[config.mk]
export PLATFORM = sky130hd
export DESIGN_NAME = servo_pwm_decoder
export DESIGN_NICKNAME = d
export VERILOG_FILES = /design/src/rtl/servo_pkg.sv /design/src/rtl/servo_pwm_decoder_sync_edge.sv /design/src/rtl/servo_pwm_decoder.sv
export SDC_FILE = /design/constraint.sdc
export NUM_CORES = 1
export LEC_CHECK = 0
export BUFFER_PORTS_ARGS = -buffer_cell sky130_fd_sc_hd__buf_2
export CORE_ASPECT_RATIO = 1.4
export CORE_MARGIN = 2
export CORE_UTILIZATION = 50
export DETAILED_ROUTE_END_ITERATION = 12
export GPL_TIMING_DRIVEN = 0
export PLACE_DENSITY = 0.8
export SLEW_MARGIN = 15
export SYNTH_ARGS = -nofsm -noshare
export SYNTH_HDL_FRONTEND = slang
export SYNTH_SLANG_ARGS = --single-unit
[constraint.sdc]
create_clock -name clk -period 2.3 [get_ports clk]
set_clock_uncertainty 0.05 [all_clocks]
set_input_delay 0.345 -clock clk [delete_from_list [all_inputs] [get_ports clk]]
set_output_delay 0.345 -clock clk [all_outputs]
set_load 0.02 [all_outputs]
[src/rtl/servo_pkg.sv]
// Shared servo-domain constants: FSM encoding, error codes and tick limits.
// The tick limits are shared with servo_rpm_ctrl.
package servo_pkg;

    localparam int DEF_CNT_W      = 9;
    localparam int DEF_MIN_HIGH   = 5;
    localparam int DEF_MAX_HIGH   = 25;
    localparam int DEF_MIN_PERIOD = 150;
    localparam int DEF_MAX_PERIOD = 250;
    localparam int DEF_LOCK_COUNT = 3;

    localparam logic [1:0] ST_IDLE = 2'd0;
    localparam logic [1:0] ST_HIGH = 2'd1;
    localparam logic [1:0] ST_LOW  = 2'd2;

    localparam logic [1:0] ERR_NONE   = 2'b00;
    localparam logic [1:0] ERR_SHORT  = 2'b01;
    localparam logic [1:0] ERR_LONG   = 2'b10;
    localparam logic [1:0] ERR_PERIOD = 2'b11;

endpackage

[src/rtl/servo_pwm_decoder_sync_edge.sv]
// Two-flop synchronizer plus delay flop with rise/fall detection.
// All flops reset to RST_VAL so a static line never reads as an edge.
module sync_edge
    import servo_pkg::*;
#(
    parameter logic RST_VAL = 1'b1
) (
    input  logic clk,
    input  logic rst_n,
    input  logic din,
    output logic level,
    output logic rise,
    output logic fall
);

    logic meta_q, meta_d;
    logic lvl_q, lvl_d;
    logic dly_q, dly_d;

    always_comb begin
        meta_d = din;
        lvl_d  = meta_q;
        dly_d  = lvl_q;
    end

    always_ff @(posedge clk or negedge rst_n) begin
        if (!rst_n) begin
            meta_q <= RST_VAL;
            lvl_q  <= RST_VAL;
            dly_q  <= RST_VAL;
        end else begin
            meta_q <= meta_d;
            lvl_q  <= lvl_d;
            dly_q  <= dly_d;
        end
    end

    assign level = lvl_q;
    assign rise  = lvl_q & ~dly_q;
    assign fall  = ~lvl_q & dly_q;

endmodule

[src/rtl/servo_pwm_decoder.sv]
// Servo PWM receiver: measures high time and rise-to-rise period per frame,
// flags malformed frames, and tracks lock and loss of signal.
module servo_pwm_decoder
    import servo_pkg::*;
#(
    parameter int CNT_W      = DEF_CNT_W,
    parameter int MIN_HIGH   = DEF_MIN_HIGH,
    parameter int MAX_HIGH   = DEF_MAX_HIGH,
    parameter int MIN_PERIOD = DEF_MIN_PERIOD,
    parameter int MAX_PERIOD = DEF_MAX_PERIOD,
    parameter int LOCK_COUNT = DEF_LOCK_COUNT
) (
    input  logic             clk,
    input  logic             rst_n,
    input  logic             pwm_in,
    output logic [CNT_W-1:0] pulse_width,
    output logic [CNT_W-1:0] period,
    output logic             frame_valid,
    output logic             frame_err,
    output logic [1:0]       err_code,
    output logic             locked,
    output logic             signal_lost
);

    localparam int LOCK_W = $clog2(LOCK_COUNT + 1);

    localparam logic [CNT_W-1:0]  CNT_ONE  = CNT_W'(1);
    localparam logic [CNT_W-1:0]  CNT_MAX  = '1;
    localparam logic [CNT_W-1:0]  HI_MIN   = CNT_W'(MIN_HIGH);
    localparam logic [CNT_W-1:0]  HI_LONG  = CNT_W'(MAX_HIGH + 1);
    localparam logic [CNT_W-1:0]  PER_MIN  = CNT_W'(MIN_PERIOD);
    localparam logic [CNT_W-1:0]  PER_TOUT = CNT_W'(MAX_PERIOD + 1);
    localparam logic [LOCK_W-1:0] LOCK_MAX = LOCK_W'(LOCK_COUNT);

    logic s_lvl, s_rise, s_fall;

    sync_edge #(
        .RST_VAL(1'b1)
    ) u_sync (
        .clk  (clk),
        .rst_n(rst_n),
        .din  (pwm_in),
        .level(s_lvl),
        .rise (s_rise),
        .fall (s_fall)
    );

    logic [1:0]        state_q, state_d;
    logic [CNT_W-1:0]  high_cnt_q, high_cnt_d;
    logic [CNT_W-1:0]  per_cnt_q, per_cnt_d;
    logic [CNT_W-1:0]  width_q, width_d;
    logic [CNT_W-1:0]  pulse_width_q, pulse_width_d;
    logic [CNT_W-1:0]  period_q, period_d;
    logic              frame_valid_q, frame_valid_d;
    logic              frame_err_q, frame_err_d;
    logic [1:0]        err_code_q, err_code_d;
    logic [LOCK_W-1:0] lock_cnt_q, lock_cnt_d;
    logic              locked_q, locked_d;
    logic              signal_lost_q, signal_lost_d;
    logic [CNT_W-1:0]  hi_inc, per_inc;

    assign hi_inc  = (high_cnt_q == CNT_MAX) ? high_cnt_q : high_cnt_q + CNT_ONE;
    assign per_inc = (per_cnt_q == CNT_MAX) ? per_cnt_q : per_cnt_q + CNT_ONE;

    always_comb begin
        state_d       = state_q;
        high_cnt_d    = high_cnt_q;
        per_cnt_d     = per_cnt_q;
        width_d       = width_q;
        pulse_width_d = pulse_width_q;
        period_d      = period_q;
        frame_valid_d = 1'b0;
        frame_err_d   = 1'b0;
        err_code_d    = err_code_q;
        signal_lost_d = signal_lost_q;
        lock_cnt_d    = lock_cnt_q;

        unique case (state_q)
            ST_IDLE: begin
                if (s_rise) begin
                    high_cnt_d = CNT_ONE;
                    per_cnt_d  = CNT_ONE;
                    state_d    = ST_HIGH;
                end
            end
            ST_HIGH: begin
                per_cnt_d = per_inc;
                if (s_fall) begin
                    if (high_cnt_q < HI_MIN) begin
                        frame_err_d = 1'b1;
                        err_code_d  = ERR_SHORT;
                        state_d     = ST_IDLE;
                    end else begin
                        width_d = high_cnt_q;
                        state_d = ST_LOW;
                    end
                end else begin
                    high_cnt_d = hi_inc;
                    if (hi_inc == HI_LONG) begin
                        frame_err_d = 1'b1;
                        err_code_d  = ERR_LONG;
                        state_d     = ST_IDLE;
                    end
                end
            end
            ST_LOW: begin
                // In LOW the previous sample was low, so level marks the rise.
                if (s_lvl) begin
                    high_cnt_d = CNT_ONE;
                    per_cnt_d  = CNT_ONE;
                    state_d    = ST_HIGH;
                    if (per_cnt_q < PER_MIN) begin
                        frame_err_d = 1'b1;
                        err_code_d  = ERR_PERIOD;
                    end else begin
                        frame_valid_d = 1'b1;
                        pulse_width_d = width_q;
                        period_d      = per_cnt_q;
                        signal_lost_d = 1'b0;
                    end
                end else begin
                    per_cnt_d = per_inc;
                    if (per_inc == PER_TOUT) begin
                        frame_err_d   = 1'b1;
                        err_code_d    = ERR_PERIOD;
                        signal_lost_d = 1'b1;
                        state_d       = ST_IDLE;
                    end
                end
            end
            default: state_d = ST_IDLE;
        endcase

        if (frame_err_d) begin
            lock_cnt_d = '0;
        end else if (frame_valid_d && lock_cnt_q != LOCK_MAX) begin
            lock_cnt_d = lock_cnt_q + LOCK_W'(1);
        end
        locked_d = (lock_cnt_d == LOCK_MAX);
    end

    always_ff @(posedge clk or negedge rst_n) begin
        if (!rst_n) begin
            state_q       <= ST_IDLE;
            high_cnt_q    <= '0;
            per_cnt_q     <= '0;
            width_q       <= '0;
            pulse_width_q <= '0;
            period_q      <= '0;
            frame_valid_q <= 1'b0;
            frame_err_q   <= 1'b0;
            err_code_q    <= ERR_NONE;
            lock_cnt_q    <= '0;
            locked_q      <= 1'b0;
            signal_lost_q <= 1'b0;
        end else begin
            state_q       <= state_d;
            high_cnt_q    <= high_cnt_d;
            per_cnt_q     <= per_cnt_d;
            width_q       <= width_d;
            pulse_width_q <= pulse_width_d;
            period_q      <= period_d;
            frame_valid_q <= frame_valid_d;
            frame_err_q   <= frame_err_d;
            err_code_q    <= err_code_d;
            lock_cnt_q    <= lock_cnt_d;
            locked_q      <= locked_d;
            signal_lost_q <= signal_lost_d;
        end
    end

    assign pulse_width = pulse_width_q;
    assign period      = period_q;
    assign frame_valid = frame_valid_q;
    assign frame_err   = frame_err_q;
    assign err_code    = err_code_q;
    assign locked      = locked_q;
    assign signal_lost = signal_lost_q;

endmodule

==> flow_metrics.tcl, run 1 <==
set metrics [dict create \
    status "complete, but fails checks" \
    violations "negative hold slack, negative setup slack" \
    dp_hpwl_mm 4.38 \
    gp_congestion 0.876 \
    critical_path.slowest_cell "dfrtp_2" \
    grt_pass1_wl_mm 10.7 \
    async_flop_share 1.00 \
    yosysTopAreaCellShare 0.463 \
    finalNetCount 338 \
    cpPeakStageDelay_ns 0.46 \
    fin_setup_tns_ns -0.0706 \
    synth_cell_types 54 \
    timing.rr.start "per_cnt_q[0]" \
    numCtsBuffers 9 \
    critical_path.endpoint_type "flip-flop" \
    vias 2355 \
    grt_overflow_total 0 \
    drive_above_1_share 0.267 \
    first_global_vias 2260 \
    hold_class "input port to async pin" \
    first_iter_violations 266 \
    die-area_sq_mm 0.00659 \
    core_sq_mm 0.00582 \
    max_freq_mhz 428 \
    cp_max_fo 6 \
    clk-insertion-delay-late_ns 0.35 \
    syn-instance-count 285 \
    start_util 0.511 \
    yosysTopAreaCell "dfrtp_1" \
    cp.required_ns 2.48 \
    hold_viol_final 8 \
    rsz0062_at_grt "yes" \
    syn-num-nets 295 \
    worst-setup-path-type "flip-flop to flip-flop" \
    grt_usage 0.207 \
    crit_chain "ha_4 -> or3b_1 -> a211o_1 -> a221oi_4 -> nor3_2 -> nor4_4 -> mux2_1" \
    max_slew_margin 0.523 \
    start_kind "flip-flop" \
    finalSetupViolations 2 \
    p_per_area_mw_per_mm2 853 \
    r2r_slack_ns -0.04 \
    finalPower_w 0.00301 \
    yosysSeqAreaShare 0.489 \
    cts.clk_slew.worst_paths_ns 0.07 \
    layoutNonFillerInstCount 403 \
    synthFlopType "dfrtp_1" \
    synth_area_sq_mm 0.00297 \
    io_pins 27 \
    setup_ws_ns -0.0354 \
    diodes 0 \
    holdWs_ns -0.00252 \
    row_count 33 \
    area_delta_synth_final_pct 18.5 \
    drc 0 \
    ff2ff_path_depth 7 \
    antenna_found_initial 0 \
    synth-edff-count 0 \
    netlist_top_cells_area "dfrtp_1 (46%), mux2_1 (6.8%), a21oi_1 (4.0%), mux2_2 (3.4%), o21ai_0 (3.2%)" \
    io_buffers 26 \
    postRouteAntennaNets 0 \
    p_leak_nw 1.66 \
    cts_buffer_depth 2 \
    cts.sinks 58 \
    drt-pass1-iter-count 5 \
    yosys_warnings 0 \
    cts_root_buf "clkbuf_8" \
    viasPerCell 5.84 \
    dieWidth_um 69.2 \
    drv_cap 0 \
    r2r-end "err_code[0]" \
    fin_crit_sh 1.02 \
    worst-endpoint-arrival_ns 2.51 \
    dp_cells 381 \
    syn_area_per_cell_sq_um 10.4 \
    grt_max_degree 59 \
    fin_crit_ns 2.34 \
    report.final.slew_viol_count 0 \
    cts_tree "built" \
    drt-total-wl_mm 6.51 \
    tightestPinTransition_ns 0.715 \
    wl_per_cell_um 16.1 \
    die_h_um 95.3 \
    synth-seq-cells 58 \
    htree_levels 3 \
    vdd_ir_drop_max_v 0.000502 \
]
==> synth_stat cells (2+ instances only) <==
cell	n
a22o_1	4
a31oi_1	5
buf_2	5
nand3_1	12
clkbuf_1	9
nand2b_1	5
nand2_1	22
and3_1	4
a21oi_1	24
a21o_1	4
or2_1	2
and2_1	2
mux2i_1	4
mux2_2	9
ha_1	7
nand4_1	4
mux2_1	18
dfrtp_1	55
nor3_1	5
nor2b_1	3
o22ai_1	2
nor2_1	15
inv_1	8
a211o_1	2
o21ai_0	19
dfstp_2	3
o31ai_1	3
nand3b_1	3
o21ai_1	2
==> timing repair <==
action | 4_1_cts | 5_1_grt
setup endpoints to repair | 24 | 41
resized for setup | 8 | 8
setup buffers | 5 | 3
pin swaps | 5 | 2
hold buffers | 0 | 0
==> flip-flops by register name, indices dropped and copies added, names as in the netlist, 2 cells and up <==
register / count
width_q: 9
lock_cnt_q: 2
high_cnt_q: 9
pulse_width: 9
period: 9
err_code: 2
state_q: 2
per_cnt_q: 9
==> cell usage in the layout, fill, tap and decap left out, types with 3 or more instances in the layout <==
master,netlist,layout
a21o_1,4,4
a21oi_1,24,23
a22o_1,4,4
a31oi_1,5,4
and3_1,4,4
buf_2,5,30
buf_4,0,9
clkbuf_1,9,4
clkbuf_2,0,4
clkbuf_8,0,11
dfrtp_1,55,50
dfrtp_2,0,5
dfstp_2,3,3
ha_1,7,6
inv_1,8,8
mux2_1,18,18
mux2_2,9,9
mux2i_1,4,4
nand2_1,22,22
nand2b_1,5,5
nand3_1,12,11
nand3b_1,3,3
nand4_1,4,4
nor2_1,15,14
nor2b_1,3,3
nor3_1,5,5
o21ai_0,19,19
o31ai_1,3,3
==> layer usage <==
| metal | vias to the layer above | share of wire | GRT usage |
|---|---|---|---|
| li1 | 1129 | - | - |
| met1 | 1146 | 0.41 | 0.237 |
| met2 | 69 | 0.54 | 0.367 |
| met3 | 11 | 0.041 | 0.0518 |
| met4 | 0 | 0.015 | 0.0915 |
| met5 | - | 0 | 0 |
==> per-stage QoR <==
step	util	area, sq um	setup slack, ns
floorplan	-	2990	0.0600
global placement	0.552	3210	-0.203
detailed placement	0.552	3210	-0.236
CTS	0.600	3500	-0.0365
global route	0.605	3520	-0.121
finish	0.605	3520	-0.0354
==> report_power, final <==
group | switching, W | internal (W)
Sequential | 0.0000802 | 0.00111
Combinational | 0.000518 | 0.000334
Clock | 0.000403 | 0.000557
Total | 0.00100 | 0.00201
==> critical path, delay by kind of cell, from the launching register on <==
kind	cells	cell delay (ns)
mux	1	0.35
compound gates	2	0.53
simple gates	3	0.63
fa+ha+maj	1	0.20
flops	1	0.46
==> how the worst max path moves through the flow <==
stage                        startpoint     endpoint  slack, ns  cells past startpoint
after global routing       per_cnt_q[1]  err_code[0]      -0.12                      7
final                      per_cnt_q[0]  err_code[0]      -0.04                      7
after global placement    high_cnt_q[0]  err_code[1]      -0.20                      7
after detailed placement     state_q[0]    period[6]      -0.24                      7
after floorplan            per_cnt_q[1]  err_code[0]       0.06                      7
after CTS                  per_cnt_q[0]  err_code[1]      -0.04                      7
==> layout make-up <==
class                   instances  area (sq um)
repair buffers                 34           193
fillers                       471          2300
well taps                      70          87.6
plain buffers                  12          56.3
flip-flops and latches         58          1460
inverters                       8          30.0
clock buffers                  12           155
multi-input cells             205          1490
clock inverters                 4          50.0
==> cell families after synthesis <==
family	Yosys count	share of synthesized area
compound gates	79	0.175
mux	31	0.116
simple gates	86	0.155
fa+ha+maj	7	0.0294
xor+xnor	2	0.00589
buf+inv	22	0.0299
flops	58	0.489
Power figures use the tool's default switching activity.
==> run 2: changes to the inputs <==
--- a/config.mk
+++ b/config.mk
@@ -6,13 +6,14 @@
 export NUM_CORES = 1
 export LEC_CHECK = 0
 export BUFFER_PORTS_ARGS = -buffer_cell sky130_fd_sc_hd__buf_2
+export CELL_PAD_IN_SITES_DETAIL_PLACEMENT = 0
+export CELL_PAD_IN_SITES_GLOBAL_PLACEMENT = 1
 export CORE_ASPECT_RATIO = 1.4
 export CORE_MARGIN = 2
-export CORE_UTILIZATION = 50
+export CORE_UTILIZATION = 42
 export DETAILED_ROUTE_END_ITERATION = 12
 export GPL_TIMING_DRIVEN = 0
-export PLACE_DENSITY = 0.8
-export SLEW_MARGIN = 15
+export PLACE_DENSITY = 0.83
 export SYNTH_ARGS = -nofsm -noshare
 export SYNTH_HDL_FRONTEND = slang
 export SYNTH_SLANG_ARGS = --single-unit
==> flow_metrics.tcl, run 2 (same netlist as run 1, synthesis figures left out) <==
set metrics [dict create \
    drive_above_1_share 0.298 \
    diodes 0 \
    die-area_sq_mm 0.00778 \
    holdWs_ns -0.00793 \
    critical_path.slowest_cell "dfrtp_2" \
    wl_per_cell_um 15.5 \
    hold_viol_final 11 \
    first_iter_violations 147 \
    row_count 36 \
    ctsHoldBuffers 0 \
    p_switching_w 0.00101 \
    grt_usage 0.187 \
    vias 2444 \
    combPwrFrac 0.294 \
    cp.required_ns 2.47 \
    p_per_area_mw_per_mm2 862 \
    cp_max_fo 4 \
    worst-endpoint-arrival_ns 2.55 \
    cts_root_buf "clkbuf_8" \
    cts.clk_slew.worst_paths_ns 0.07 \
    first_global_vias 2345 \
    postRouteAntennaNets 0 \
    numCtsBuffers 9 \
    netSwitchingFraction 0.317 \
    finalSetupViolations 6 \
    fin_crit_sh 1.04 \
    dieWidth_um 75.1 \
    grt_overflow_total 0 \
    fillCellCount 641 \
    start_util 0.432 \
    violations "negative hold slack, negative setup slack" \
    tightestPinTransition_ns 0.714 \
    max_slew_margin 0.524 \
    core_sq_mm 0.00689 \
    grt_max_degree 59 \
    vdd_ir_drop_max_v 0.000489 \
    drv_cap 0 \
    final_common_cell "dfrtp_1" \
    p_int_w 0.00217 \
    io_buffers 26 \
    grt_pass1_wl_mm 11.2 \
    drc 0 \
    seq_power_share 0.374 \
    mostFrequentLayoutCells "dfrtp_1 (50), buf_2 (30), a21oi_1 (23)" \
    crit_chain "ha_4 -> or3b_1 -> a211o_1 -> a221oi_4 -> nor3_4 -> nor4_4 -> mux2_1" \
    antenna_found_initial 0 \
    start_kind "flip-flop" \
    finalNetCount 347 \
    viasPerCell 5.59 \
    cts_tree "built" \
    status "complete, but fails checks" \
    io_pins 27 \
    crit_buf_inv 0 \
    clockPowerShare 0.333 \
    rsz0062_at_grt "yes" \
    max_freq_mhz 420 \
    htree_levels 3 \
    area_delta_synth_final_pct 24.1 \
    die_h_um 104 \
    cts.sinks 58 \
    worst-setup-path-type "flip-flop to flip-flop" \
    cts_buffer_depth 2 \
    dp_hpwl_mm 4.63 \
    drt-pass1-iter-count 4 \
    place_ws_ns -0.239 \
    report.final.slew_viol_count 0 \
    fin_crit_ns 2.38 \
    critical_path.endpoint_type "flip-flop" \
    crit_family "simple AND/OR/NAND/NOR gates" \
    setup_ws_ns -0.0818 \
    drt-total-wl_mm 6.77 \
    gp_congestion 0.851 \
    p_leak_nw 1.74 \
    clk-insertion-delay-late_ns 0.34 \
    hold_class "input port to async pin" \
    cpPeakStageDelay_ns 0.45 \
    fin_setup_tns_ns -0.230 \
]
[run 2: metrics by stage]
step	cells	hold WS, ns	cell area, sq um	utilization	power, W
2_1_floorplan	285	-0.000591	2990	-	0.00175
3_3_place_gp	406	0.297	3240	0.471	0.00196
3_5_place_dp	406	0.297	3240	0.471	0.00198
4_1_cts	432	0.0449	3610	0.524	0.00316
5_1_grt	437	0.0510	3690	0.536	0.00335
6_report	437	-0.00793	3690	0.536	0.00318
[run 2: path summary, 6_finish.rpt]
path	start	end	slack, ns	cells after the start
max	per_cnt_q[0]	err_code[0]	-0.08	7
min	rst_n	frame_err	-0.008	1
max reg2reg	per_cnt_q[0]	err_code[0]	-0.08	7
min reg2reg	u_sync.lvl_d	u_sync.level	0.31	0
max in group asynchronous	rst_n	per_cnt_q[4]	1.67	1
min in group clk	pwm_in	u_sync.lvl_d	0.06	1
[run 2: worst reg2reg max path: cells and delay by family, from the launching register on]
kind                     cells  cell delay (ns)
AND/OR/NAND/NOR              3             0.63
AO/OA/AOI/OAI                2             0.58
flip-flops                   1             0.45
multiplexers                 1             0.35
adder cells (fa/ha/maj)      1             0.20
[run 2: layer usage]
metal / routed length (um) / track usage / up-vias
li1: - / - / 1156
met3: 266 / 0.0399 / 12
met5: 0 / 0 / -
met2: 3690 / 0.313 / 56
met4: 109 / 0.0765 / 0
met1: 2700 / 0.226 / 1220
[run 2: final cells by class]
class / count / area, sq um / area share
buffer: 12 / 56.3 / 0.0152
clock buffer: 12 / 155 / 0.0420
clock inverter: 4 / 73.8 / 0.0200
inverter: 8 / 30.0 / 0.00813
multi-input combinational: 205 / 1520 / 0.413
sequential: 58 / 1460 / 0.396
tap: 95 / 119 / 0.0322
timing repair buffer: 43 / 273 / 0.0739
[run 2: timing repair]
| action | in CTS | in global routing |
|---|---|---|
| pin swaps | 6 | 6 |
| gates resized for setup | 11 | 12 |
| setup buffers | 11 | 6 |
| cloned | 0 | 0 |
| setup endpoints to repair | 34 | 42 |
[run 2: power groups by stage]
stage               Clock [W]  Combinational, W  Sequential [W]
floorplan                   0          0.000536         0.00122
global placement            0          0.000737         0.00122
detailed placement          0          0.000753         0.00123
CTS                   0.00109          0.000885         0.00119
global route          0.00113           0.00102         0.00120
finish                0.00106          0.000935         0.00119
